### config.mk
export PLATFORM = sky130hd
export DESIGN_NAME = forecast_scheduler
export DESIGN_NICKNAME = d
export VERILOG_FILES = /design/src/rtl/forecast_scheduler_pkg.sv /design/src/rtl/forecast_scheduler_tree_walker.sv /design/src/rtl/forecast_scheduler.sv
export SDC_FILE = /design/constraint.sdc
export NUM_CORES = 1
export LEC_CHECK = 0
export CELL_PAD_IN_SITES_DETAIL_PLACEMENT = 0
export CELL_PAD_IN_SITES_GLOBAL_PLACEMENT = 1
export CORE_ASPECT_RATIO = 0.75
export CORE_UTILIZATION = 28
export DETAILED_ROUTE_END_ITERATION = 12
export MAX_ROUTING_LAYER = met4
export PLACE_DENSITY_LB_ADDON = 0.05
export SYNTH_ARGS = -nofsm -noshare
export SYNTH_HDL_FRONTEND = slang
export SYNTH_SLANG_ARGS = --single-unit
### constraint.sdc
create_clock -name CLOCK_50 -period 5.72 [get_ports CLOCK_50]
set_input_delay 0.858 -clock CLOCK_50 [delete_from_list [all_inputs] [get_ports CLOCK_50]]
set_output_delay 0.858 -clock CLOCK_50 [all_outputs]
set_load 0.01 [all_outputs]
### src/rtl/forecast_scheduler_pkg.sv
// Shared definitions for the forecast scheduler: FSM states, class codes,
// decision-tree thresholds and node indices.
package forecast_scheduler_pkg;

  typedef enum logic [1:0] {
    ST_IDLE = 2'b00,
    ST_EVAL = 2'b01,
    ST_RESP = 2'b10
  } state_t;

  typedef enum logic [2:0] {
    CLS_SUNNY = 3'b000,
    CLS_RAINY = 3'b001,
    CLS_SNOWY = 3'b110,
    CLS_ERROR = 3'b111
  } class_t;

  localparam int unsigned TH_TMAX_LO = 32'd17;
  localparam int unsigned TH_TMAX_HI = 32'd26;
  localparam int unsigned TH_PRECIP  = 32'd1;
  localparam int unsigned TH_TMIN    = 32'd1;

  localparam logic [2:0] NODE0 = 3'd0;
  localparam logic [2:0] NODE1 = 3'd1;
  localparam logic [2:0] NODE2 = 3'd2;
  localparam logic [2:0] NODE3 = 3'd3;
  localparam logic [2:0] NODE4 = 3'd4;

endpackage

### src/rtl/forecast_scheduler_tree_walker.sv
// One step of the forecast decision tree: given the current node and the
// latched features, report the next node or the leaf class reached.
module tree_walker
  import forecast_scheduler_pkg::*;
#(
  parameter int FEAT_W = 5
) (
  input  logic [FEAT_W-1:0] temp_max,
  input  logic [FEAT_W-1:0] temp_min,
  input  logic [FEAT_W-1:0] precip,
  input  logic [2:0]        node,
  output logic [2:0]        next_node,
  output logic              leaf,
  output class_t            cls
);

  localparam logic [FEAT_W-1:0] TMAX_LO = FEAT_W'(TH_TMAX_LO);
  localparam logic [FEAT_W-1:0] TMAX_HI = FEAT_W'(TH_TMAX_HI);
  localparam logic [FEAT_W-1:0] PRECIP  = FEAT_W'(TH_PRECIP);
  localparam logic [FEAT_W-1:0] TMIN    = FEAT_W'(TH_TMIN);

  // Node evaluation; any index outside the tree is a leaf with the error class.
  always_comb begin
    next_node = node;
    leaf      = 1'b0;
    cls       = CLS_ERROR;
    case (node)
      NODE0: begin
        if (temp_max <= TMAX_LO) next_node = NODE1;
        else                     next_node = NODE2;
      end
      NODE1: begin
        if (precip <= PRECIP) begin
          leaf = 1'b1;
          cls  = CLS_SUNNY;
        end else begin
          next_node = NODE3;
        end
      end
      NODE2: begin
        if (temp_max <= TMAX_HI) begin
          next_node = NODE4;
        end else begin
          leaf = 1'b1;
          cls  = CLS_SUNNY;
        end
      end
      NODE3: begin
        leaf = 1'b1;
        if (temp_min <= TMIN) cls = CLS_SNOWY;
        else                  cls = CLS_RAINY;
      end
      NODE4: begin
        leaf = 1'b1;
        if (precip <= PRECIP) cls = CLS_SUNNY;
        else                  cls = CLS_RAINY;
      end
      default: begin
        leaf = 1'b1;
        cls  = CLS_ERROR;
      end
    endcase
  end

endmodule

### src/rtl/forecast_scheduler.sv
// Round-robin front end that grants one weather station at a time to a shared
// decision-tree evaluator and holds the classified result until it is taken.
module forecast_scheduler
  import forecast_scheduler_pkg::*;
#(
  parameter int NREQ   = 4,
  parameter int FEAT_W = 5
) (
  input  logic                     CLOCK_50,
  input  logic                     rst,
  input  logic [NREQ-1:0]          req_valid,
  output logic [NREQ-1:0]          req_ready,
  input  logic [NREQ*FEAT_W-1:0]   req_temp_max,
  input  logic [NREQ*FEAT_W-1:0]   req_temp_min,
  input  logic [NREQ*FEAT_W-1:0]   req_precip,
  input  logic [NREQ*FEAT_W-1:0]   req_wind,
  output logic                     rsp_valid,
  input  logic                     rsp_ready,
  output logic [$clog2(NREQ)-1:0]  rsp_id,
  output logic [2:0]               rsp_class,
  output logic                     busy
);

  localparam int ID_W = $clog2(NREQ);

  state_t              state_r;
  logic [ID_W-1:0]     ptr_r;
  logic [FEAT_W-1:0]   tmax_r, tmin_r, precip_r, wind_r;
  logic [2:0]          node_r;
  logic                rsp_valid_r;
  logic [ID_W-1:0]     rsp_id_r;
  class_t              rsp_class_r;

  logic                found_s;
  logic [ID_W-1:0]     grant_id_s;
  logic [NREQ-1:0]     grant_s;
  logic [FEAT_W-1:0]   sel_tmax_s, sel_tmin_s, sel_precip_s, sel_wind_s;
  logic [2:0]          walk_next_s;
  logic                walk_leaf_s;
  class_t              walk_cls_s;
  logic                unused_wind_s;

  // Wind is captured with the request but plays no part in the class.
  assign unused_wind_s = ^wind_r;

  // Priority search: later writes win, so the lowest station at/after the pointer
  // beats any station below it, which only wins when nothing is at/after it.
  always_comb begin
    found_s    = 1'b0;
    grant_id_s = '0;
    for (int j = NREQ - 1; j >= 0; j--) begin
      if (req_valid[j] && (ID_W'(j) < ptr_r)) begin
        found_s    = 1'b1;
        grant_id_s = ID_W'(j);
      end else begin
        grant_id_s = grant_id_s;
      end
    end
    for (int j = NREQ - 1; j >= 0; j--) begin
      if (req_valid[j] && (ID_W'(j) >= ptr_r)) begin
        found_s    = 1'b1;
        grant_id_s = ID_W'(j);
      end else begin
        grant_id_s = grant_id_s;
      end
    end
  end

  // One-hot grant and feature mux for the winning station.
  always_comb begin
    grant_s      = '0;
    sel_tmax_s   = '0;
    sel_tmin_s   = '0;
    sel_precip_s = '0;
    sel_wind_s   = '0;
    if (found_s) grant_s[grant_id_s] = 1'b1;
    else         grant_s = '0;
    for (int j = 0; j < NREQ; j++) begin
      if (ID_W'(j) == grant_id_s) begin
        sel_tmax_s   = req_temp_max[j*FEAT_W +: FEAT_W];
        sel_tmin_s   = req_temp_min[j*FEAT_W +: FEAT_W];
        sel_precip_s = req_precip[j*FEAT_W +: FEAT_W];
        sel_wind_s   = req_wind[j*FEAT_W +: FEAT_W];
      end else begin
        sel_tmax_s   = sel_tmax_s;
      end
    end
  end

  // Ready is only offered while idle and out of reset.
  always_comb begin
    if ((state_r == ST_IDLE) && !rst) req_ready = grant_s;
    else                               req_ready = '0;
  end

  tree_walker #(.FEAT_W(FEAT_W)) u_walker (
    .temp_max  (tmax_r),
    .temp_min  (tmin_r),
    .precip    (precip_r),
    .node      (node_r),
    .next_node (walk_next_s),
    .leaf      (walk_leaf_s),
    .cls       (walk_cls_s)
  );

  // Scheduler FSM with the response register.
  always_ff @(posedge CLOCK_50 or posedge rst) begin
    if (rst) begin
      state_r     <= ST_IDLE;
      ptr_r       <= '0;
      tmax_r      <= '0;
      tmin_r      <= '0;
      precip_r    <= '0;
      wind_r      <= '0;
      node_r      <= NODE0;
      rsp_valid_r <= 1'b0;
      rsp_id_r    <= '0;
      rsp_class_r <= CLS_SUNNY;
    end else begin
      case (state_r)
        ST_IDLE: begin
          if (found_s) begin
            tmax_r   <= sel_tmax_s;
            tmin_r   <= sel_tmin_s;
            precip_r <= sel_precip_s;
            wind_r   <= sel_wind_s;
            rsp_id_r <= grant_id_s;
            ptr_r    <= (grant_id_s == ID_W'(NREQ - 1)) ? '0 : grant_id_s + ID_W'(1);
            node_r   <= NODE0;
            state_r  <= ST_EVAL;
          end else begin
            state_r  <= ST_IDLE;
          end
        end
        ST_EVAL: begin
          if (walk_leaf_s) begin
            rsp_class_r <= walk_cls_s;
            rsp_valid_r <= 1'b1;
            state_r     <= ST_RESP;
          end else begin
            node_r      <= walk_next_s;
          end
        end
        ST_RESP: begin
          if (rsp_ready) begin
            rsp_valid_r <= 1'b0;
            state_r     <= ST_IDLE;
          end else begin
            rsp_valid_r <= 1'b1;
          end
        end
        default: begin
          rsp_valid_r <= 1'b0;
          state_r     <= ST_IDLE;
        end
      endcase
    end
  end

  assign rsp_valid = rsp_valid_r;
  assign rsp_id    = rsp_id_r;
  assign rsp_class = rsp_class_r;
  assign busy      = (state_r != ST_IDLE);

endmodule
# After elaboration in Yosys (flattened, before gate mapping)
# Cells that the tools add are included.
[totals]
reg_bits = 28
latchBits = 0
ram_bits = 0
rom_bits = 0
input_bits = 87
n_memories = 0
[op_classes]
n_addsub = 1
mul = 0
div = 0
magnitude_cmp = 14
eq_ne = 17
shifts = 0
n_mux = 55
bitwise_logic = 1
n_reduce_logical = 21
[ops]
columns = ["operator", "n"]
rows = [
  ["two-way mux 5 bit", 12],
  ["two-way mux 2 bit", 12],
  ["two-way mux 3 bit", 7],
  ["two-way mux 1 bit", 15],
  ["case mux 3 bit (4 select lines)", 1],
  ["<= comparator 5 x 1 -> 1 bit, second input constant", 2],
  ["<= comparator 5 bit, second input constant", 2],
  ["logical AND 1 bit", 10],
  ["case mux 3 bit (3 select lines)", 1],
  ["two-way mux 4 bit", 2],
  ["AND reduction 2 bit", 4],
  ["equality test 3 x 2 -> 1 bit, second input constant", 2],
  ["!= test 2 bit, second input constant", 3],
  ["case mux 1 bit (3 select lines)", 2],
  ["case mux 2 bit (3 select lines)", 1],
  ["case mux 3 bit (2 select lines)", 1],
  ["AND reduction 6 bit", 1],
  ["equality test 2 bit, first input constant", 2],
  ["equality test 2 bit, second input constant", 2],
  [">= comparator 1 x 2 -> 1 bit, first input constant", 2],
  [">= comparator 2 bit, first input constant", 2],
  ["logical NOT 2 bit", 2],
  ["less-than comparator 1 x 2 -> 1 bit, first input constant", 2],
  ["less-than comparator 2 bit, first input constant", 2],
  ["other kinds (16)", 17],
]

# Logic depth before layout (Yosys ltp)
# Gate-level depths: netlist of the first run.
[depth]
ltp_word = 16
ltp_mapped = 11
depth_no_buf = 10

# By module
# Synthesis of the first run repeated with hierarchy kept, for this count alone.
[unflattened]
hier_cells = 221
area_unflattened_um2 = 2021.9
[modules_own_cells]
columns = ["mod", "instances", "cells_per_inst", "area_per_inst_um2", "seq_area_each_um2"]
rows = [
  ["forecast_scheduler", 1, 193, 1816.7, 700.7],
  ["tree_walker", 1, 28, 205.2, 0.0],
]

# Least setup slack after synthesis of the first run
# OpenSTA, ideal clock, no wires.
[synth_timing]
path_kind = "input-to-output"
from = "input port req_valid[2]"
to = "output port req_ready[1]"
arrival_ns = 2.257
t_required_ns = 4.862
slack_ns = 2.605
stages = 7
path_cell_list = "mux2i_1 nor2_1 nor3_1 ha_1 clkbuf_1 clkbuf_1 and3_1"
[synth_via]
elab_chain_cells = 14
word_cells_on_any_way = 23
classes_between = "order compare: 2; mux: 18; reduce/logical: 3"
[synth_lines]
columns = ["element", "line_no", "text"]
rows = [
  ["start: declaration", "forecast_scheduler.sv:11", "input logic [NREQ-1:0] req_valid,"],
  ["logical AND 1 bit", "forecast_scheduler.sv:52", "if (req_valid[j] && (ID_W'(j) < ptr_r)) begin"],
  ["two-way mux 2 bit (3 in series)", "forecast_scheduler.sv:52", ""],
  ["two-way mux 2 bit", "forecast_scheduler.sv:60", "if (req_valid[j] && (ID_W'(j) >= ptr_r)) begin"],
  ["two-way mux 2 bit * (3 in series)", "forecast_scheduler.sv:60", ""],
  ["via grant_id_s[0]", "forecast_scheduler.sv:35", "logic [ID_W-1:0] grant_id_s;"],
  ["less-than comparator 2 x 3 -> 1 bit (not written as such) / >= comparator 2 x 1 -> 1 bit (equally long branches)", "forecast_scheduler.sv:76", "if (found_s) grant_s[grant_id_s] = 1'b1;"],
  ["logical AND 1 bit (not written as such)", "forecast_scheduler.sv:76", ""],
  ["two-way mux 1 bit (not written as such)", "forecast_scheduler.sv:76", ""],
  ["demux 1 bit (select 2 bit) *", "forecast_scheduler.sv:76", ""],
  ["two-way mux 4 bit *", "forecast_scheduler.sv:76", ""],
  ["two-way mux 4 bit *", "forecast_scheduler.sv:92", "if ((state_r == ST_IDLE) && !rst) req_ready = grant_s;"],
  ["end: declaration", "forecast_scheduler.sv:12", "output logic [NREQ-1:0] req_ready,"],
]
# Mark *: on every way through the listed nets, which the timed path passes. The rest lies on a longest branch.

# Worst setup path in the final report of the first run
[layout_timing]
from = "input port req_valid[0]"
to = "output port req_ready[1]"
[layout_via]
elab_chain_cells = 12
word_cells_on_any_way = 19
classes_between = "order compare: 2; mux: 14; reduce/logical: 3"
[layout_lines]
columns = ["element", "line_no"]
rows = [
  ["logical AND 1 bit", "forecast_scheduler.sv:52"],
  ["two-way mux 2 bit", "forecast_scheduler.sv:52"],
  ["two-way mux 2 bit (3 in series)", "forecast_scheduler.sv:60"],
  ["two-way mux 2 bit *", "forecast_scheduler.sv:60"],
  ["via grant_id_s[0]", "forecast_scheduler.sv:35"],
  ["less-than comparator 2 x 3 -> 1 bit (not written as such) / >= comparator 2 x 1 -> 1 bit (equally long branches)", "forecast_scheduler.sv:76"],
  ["logical AND 1 bit (not written as such)", "forecast_scheduler.sv:76"],
  ["two-way mux 1 bit (not written as such)", "forecast_scheduler.sv:76"],
  ["demux 1 bit (select 2 bit) *", "forecast_scheduler.sv:76"],
  ["two-way mux 4 bit *", "forecast_scheduler.sv:76"],
  ["two-way mux 4 bit *", "forecast_scheduler.sv:92"],
]
# Marks and branches as above.

==> results.cfg, run 1 <==
[clock_network]
htreeDepth = 1
clock_sinks = 25
ctsLongestPathBuffers = 2
clk_latency_ns = 0.27
ctsHoldBuffers = 0
cts_tree = done
postCtsSetupBuffers = 0
cts_buffers = 3
path_clk_slew_ns = 0.08
post_cts_resized = 0
cts_root_buf = clkbuf_8

[timing]
hold_viol_final = 0
fin_setup_tns_ns = 0
rsz0062_at_grt = false
tightest_slew_ns = 0.868
maxSlewHeadroom_pct = 42.0
fin_crit_ns = 4.32
skew_ns = 0.00346
setup_viol = 0
max_clock_freq_mhz = 231
min_period_over_period_pct = 75.6
maxSlewViolCount = 0

[grt]
overflow = 0
grt_max_degree = 31
grt_pass1_wl_um = 7840
track_usage_pct = 15.4
antenna_found_initial = 0
grt_pass1_vias = 1698

[finish]
final_cells = 348
drive_gt1_share_pct = 3.70
layout_common_cells = clkdlybuf4s50_1, nand2_1, dfrtp_1
num-nets-final = 365
layout_commonest_cell = clkdlybuf4s50_1
diodes = 0
areaGrowthSynthToFinish_pct = 47.0

[place]
place_congestion = 0.756
hpwl_um = 3450
portBuffers = 69
place_inst = 344

[setup_path]
cp-end-kind = primary output
critPathMaxFanout = 16
cp-start-kind = primary input
required_ns = 4.86
arrival_ns = 3.46
r2r_setup_slack_ns = 2.83
regToRegStartpoint = ptr_r[1]
reg2reg_depth = 9
reg2reg_to = tmin_r[1]
path_class = primary input to primary output
crit_start = req_valid[0]
cp-endpoint = req_ready[1]

[die]
initial_core_util_pct = 29.2
core.rowCount = 24
dieHeight_um = 69.5
coreArea_um2 = 5830
ios = 98
die_w_um = 92.0
die-area_um2 = 6390

[min_path]
min_path_cells = 2
hold_path_class = flop to flop

[yosys]
synth_area_leader_cell = dfrtp_1
seq_area_frac_synth_pct = 36.8
syn_area_um2 = 1700
syn_nets = 302
synth.area.top_cells = dfrtp_1, nand2_1, a21oi_1
avgSynthCellArea_um2 = 8.17
netlist_instances = 208
ys_types = 32
yosys_warnings = 0
ys_seq_elements = 25
synth_top_cell_area_share_pct = 36.8

[drt]
ant_nets = 0
post_drt_via_cell_ratio = 4.93
vias = 1717
drt-wirelength-per-cell_um = 12.8
drt_iter0_drc = 56
drt-total-wl_um = 4450
drtPass1Iterations = 4
route.detailed.drc = 0

[pwr]
irDropWorstVdd_uv = 141
p_leak_nw = 1.02
powerDensity_nw_per_um2 = 436

[run_status]
status = complete, no violations

[run]
maxCapViolCount = 0
==> worst min-delay path by stage <==
stage                          from   endpoint  slack (ns)
after floorplan           tmax_r[0]  tmax_r[0]        0.45
after global placement    rsp_id[1]  rsp_id[1]        0.46
after detailed placement  rsp_id[0]  rsp_id[0]        0.47
after CTS                 rsp_id[0]  rsp_id[0]        0.49
after global routing      rsp_id[0]  rsp_id[0]        0.52
final                     rsp_id[0]  rsp_id[0]        0.48
==> area by class of cell <==
| type | instances | area [µm²] |
|---|---|---|
| clock buffers | 4 | 45.0 |
| well taps | 78 | 97.6 |
| inverters | 10 | 37.5 |
| multi-input cells | 159 | 978 |
| repair buffers | 72 | 713 |
| flip-flops and latches | 25 | 626 |
| fillers | 606 | 3330 |
==> registers in the layout, summed over array words and instances (netlist names) <==
register and count:
node_r 3, precip_r 4, ptr_r 2, rsp_class 2, rsp_id 2, rsp_valid 1
state_r 2, tmax_r 5, tmin_r 4
==> metal layers <==
metal	GRT usage, %	part of all wire (%)	up-vias
met2	25.7	47	39
li1	-	-	874
met5	-	0	-
met4	1.39	0.43	0
met3	3.40	4.2	4
met1	19.9	48	800
==> cell usage after synthesis, drive strengths merged <==
library cell,instances
a21boi,1
a21oi,21
a221oi,12
a22o,1
a32o,1
and3,5
buf,2
clkbuf,12
dfrtp,25
ha,7
inv,10
mux2i,3
nand2,29
nand2b,1
nand3,2
nand3b,1
nor2,9
nor2b,13
nor3,16
nor3b,1
nor4,3
o211ai,3
o21a,4
o21ai,17
o22a,2
o22ai,3
o31a,1
o31ai,2
o41ai,1
==> logic make-up after synthesis <==
| family | synth area share [%] |
|---|---|
| AND/OR/NAND/NOR | 23.0 |
| multiplexers | 1.77 |
| buffers and inverters | 5.60 |
| adder cells (fa/ha/maj) | 5.15 |
| flip-flops | 36.8 |
| AO/OA/AOI/OAI | 27.6 |
==> where the power goes <==
group	internal (mW)	total [mW]	switching (mW)
combinational	0.303	0.657	0.354
clock	0.0498	0.106	0.0557
sequential	0.260	0.326	0.0655
==> stage by stage <==
step	hold WS [ns]	cell area (µm²)	utilization [%]	power, mW	setup slack (ns)
2_1_floorplan	0.450	1700	-	0.789	2.60
3_3_place_gp	0.465	2450	42.1	0.999	1.37
3_5_place_dp	0.467	2450	42.1	0.997	1.36
4_1_cts	0.488	2500	42.9	1.11	1.36
5_1_grt	0.525	2500	42.9	1.21	1.13
6_report	0.478	2500	42.9	1.09	1.40
==> worst max-delay path, cell delays in order <==
cell,delay (ns)
clkdlybuf4s50_1,0.54
mux2i_1,0.19
nor2_1,0.06
nor3_1,0.43
ha_1,0.61
and3_1,0.24
clkdlybuf4s50_1,0.53
(Power assumes the default switching activity.)
==> inputs of run 2 (changes only) <==
--- a/config.mk
+++ b/config.mk
@@ -8,7 +8,7 @@
 export CELL_PAD_IN_SITES_DETAIL_PLACEMENT = 0
 export CELL_PAD_IN_SITES_GLOBAL_PLACEMENT = 1
 export CORE_ASPECT_RATIO = 0.75
-export CORE_UTILIZATION = 28
+export CORE_UTILIZATION = 26
 export DETAILED_ROUTE_END_ITERATION = 12
 export MAX_ROUTING_LAYER = met4
 export PLACE_DENSITY_LB_ADDON = 0.05
==> constraint.sdc (replaced) <==
create_clock -name CLOCK_50 -period 4.1 [get_ports CLOCK_50]
set_input_delay 0.615 -clock CLOCK_50 [delete_from_list [all_inputs] [get_ports CLOCK_50]]
set_output_delay 0.615 -clock CLOCK_50 [all_outputs]
set_load 0.01 [all_outputs]
==> run 2 against run 1 <==
Against the previous run:
- the flow now finishes with violations (design-rule violations)
- combinational power grew 44%
- clock skew is 0.0019 ns higher
- clock power increased by 37%
- critical path depth rose by 1
- worst hold slack lost 0.00070 ns
- utilization fell by 2.9 points
- critical path type unchanged
- critical endpoint is now req_ready[0]
- largest cell class unchanged
- largest power group unchanged
- highest routed layer unchanged
==> results.cfg, run 2 (synthesis results as in run 1) <==
[run_status]
status = complete, but fails checks
violations = design-rule violations

[clock_network]
ctsHoldBuffers = 0
clock_sinks = 25
htreeDepth = 1
cts_root_buf = clkbuf_8
post_cts_resized = 0
cts_buffers = 3
ctsLongestPathBuffers = 2
cts_tree = done
path_clk_slew_ns = 0.09
clk_latency_ns = 0.27
postCtsSetupBuffers = 0

[pwr]
powerDensity_nw_per_um2 = 614
switching_power_uw = 684
comb_power_share_pct = 61.0
switching_share_pct = 44.1
power_frac_clock_pct = 9.4
p_int_uw = 866
irDropWorstVdd_uv = 225
seqPwrFrac_pct = 29.6
p_leak_nw = 1.03
p_total_mw = 1.55

[setup_path]
crit_buf_inv = 3
critPathTopFamily = buffers and inverters
required_ns = 3.48
crit_start = req_valid[0]
critPathMostFrequentCell = clkdlybuf4s50_1
regToRegStartpoint = ptr_r[1]
cp-start-kind = primary input
cpMaxStageDelayCell = clkdlybuf4s50_1
arrival_ns = 2.88
cp_cell_sequence = clkdlybuf4s50_1 -> mux2i_1 -> nor2_1 -> nor3_1 -> inv_1 -> ha_1 -> and3_1 -> clkdlybuf4s50_1
path_class = primary input to primary output
max_stage_delay_ns = 0.54
cp-end-kind = primary output
critPathMaxFanout = 6

[place]
place_congestion = 0.730
place_inst = 350
portBuffers = 69
dp_slack_ns = 0.594
hpwl_um = 3730

[min_path]
hold_start = rsp_id[0]
hold_path_class = flop to flop

[die]
die_w_um = 95.3
ios = 98
core.rowCount = 25
dieHeight_um = 72.0
die-area_um2 = 6870
initial_core_util_pct = 26.9
coreArea_um2 = 6320

[finish]
diodes = 0
final_cells = 354
num-nets-final = 368
layout_common_cells = clkdlybuf4s50_1, nand2_1, dfrtp_1
drive_gt1_share_pct = 4.76
top_regs = tmax_r (5), precip_r (4), tmin_r (4)
regMostFlops = tmax_r
areaGrowthSynthToFinish_pct = 48.5
layout_commonest_cell = clkdlybuf4s50_1
largest_reg_flops = 5

[timing]
worst_slack_ns = 0.608
min_period_over_period_pct = 85.2
rsz0062_at_grt = false
maxSlewHeadroom_pct = 59.7
tightest_slew_ns = 0.600
fin_crit_ns = 3.49
max_clock_freq_mhz = 286
setup_viol = 0
hold_viol_final = 0
skew_ns = 0.00535
fin_setup_tns_ns = 0
maxSlewViolCount = 0

[grt]
overflow = 0
grt_max_degree = 31
track_usage_pct = 15.4
antenna_found_initial = 0
grt_pass1_wl_um = 8110
grt_pass1_vias = 1752

[drt]
drtPass1Iterations = 8
drt-wirelength-per-cell_um = 13.6
ant_nets = 0
drt-total-wl_um = 4820
post_drt_via_cell_ratio = 4.90
vias = 1735
drt_iter0_drc = 95
route.detailed.drc = 2

[run]
maxCapViolCount = 0
==> run 2: changes by cell type in the layout (fill, tap and decap cells not counted), sizes merged <==
| cell | previous run | this run |
|---|---|---|
| buf | 3 | 6 |
==> run 2: final timing paths <==
path                                      to  slack (ns)  depth (start not counted)
worst max-delay path            req_ready[0]        0.61                          8
worst min-delay path               rsp_id[0]        0.48                          2
worst max register to register     tmax_r[4]        1.48                         11
worst min register to register     rsp_id[0]        0.48                          2
max in group asynchronous          node_r[1]        2.91                          3
min in group asynchronous          tmin_r[3]        0.59                          2
==> run 2: cell type report <==
| cell class | instances | area, µm² |
|---|---|---|
| sequential | 25 | 626 |
| fill | 661 | 3790 |
| multi-input combinational | 159 | 978 |
| tap | 81 | 101 |
| timing repair buffer | 75 | 736 |
| clock buffer | 4 | 45.0 |
| inverter | 10 | 37.5 |
==> run 2: per-layer routing <==
layer	up-vias	global-route usage, %	wire [µm]
li1	880	-	-
met1	812	20.7	2400
met2	41	25.2	2230
met3	2	2.83	175
met4	0	1.52	8
met5	-	-	0
==> run 2: worst register-to-register path, delay by kind of cell (launching register included) <==
kind,cells,cell delay [ns]
adders and majority gates,1,0.26
buffers and inverters,2,0.38
and+or+nand+nor,4,0.69
muxes,1,0.21
DFF,1,0.45
AOI/OAI and AO/OA,3,0.50
==> run 2: through the flow <==
stage | util (%) | hold slack (ns) | area (µm²)
2_1_floorplan | - | 0.450 | 1700
3_3_place_gp | 39.2 | 0.462 | 2480
3_5_place_dp | 39.2 | 0.463 | 2480
4_1_cts | 39.9 | 0.486 | 2520
5_1_grt | 39.9 | 0.530 | 2520
6_report | 39.9 | 0.477 | 2520
==> run 2: power groups by stage <==
stage	clock [mW]	combinational [mW]	sequential [mW]
2_1_floorplan	0	0.657	0.443
3_3_place_gp	0	0.955	0.463
3_5_place_dp	0	0.954	0.462
4_1_cts	0.155	0.957	0.458
5_1_grt	0.163	1.09	0.476
6_report	0.145	0.946	0.459
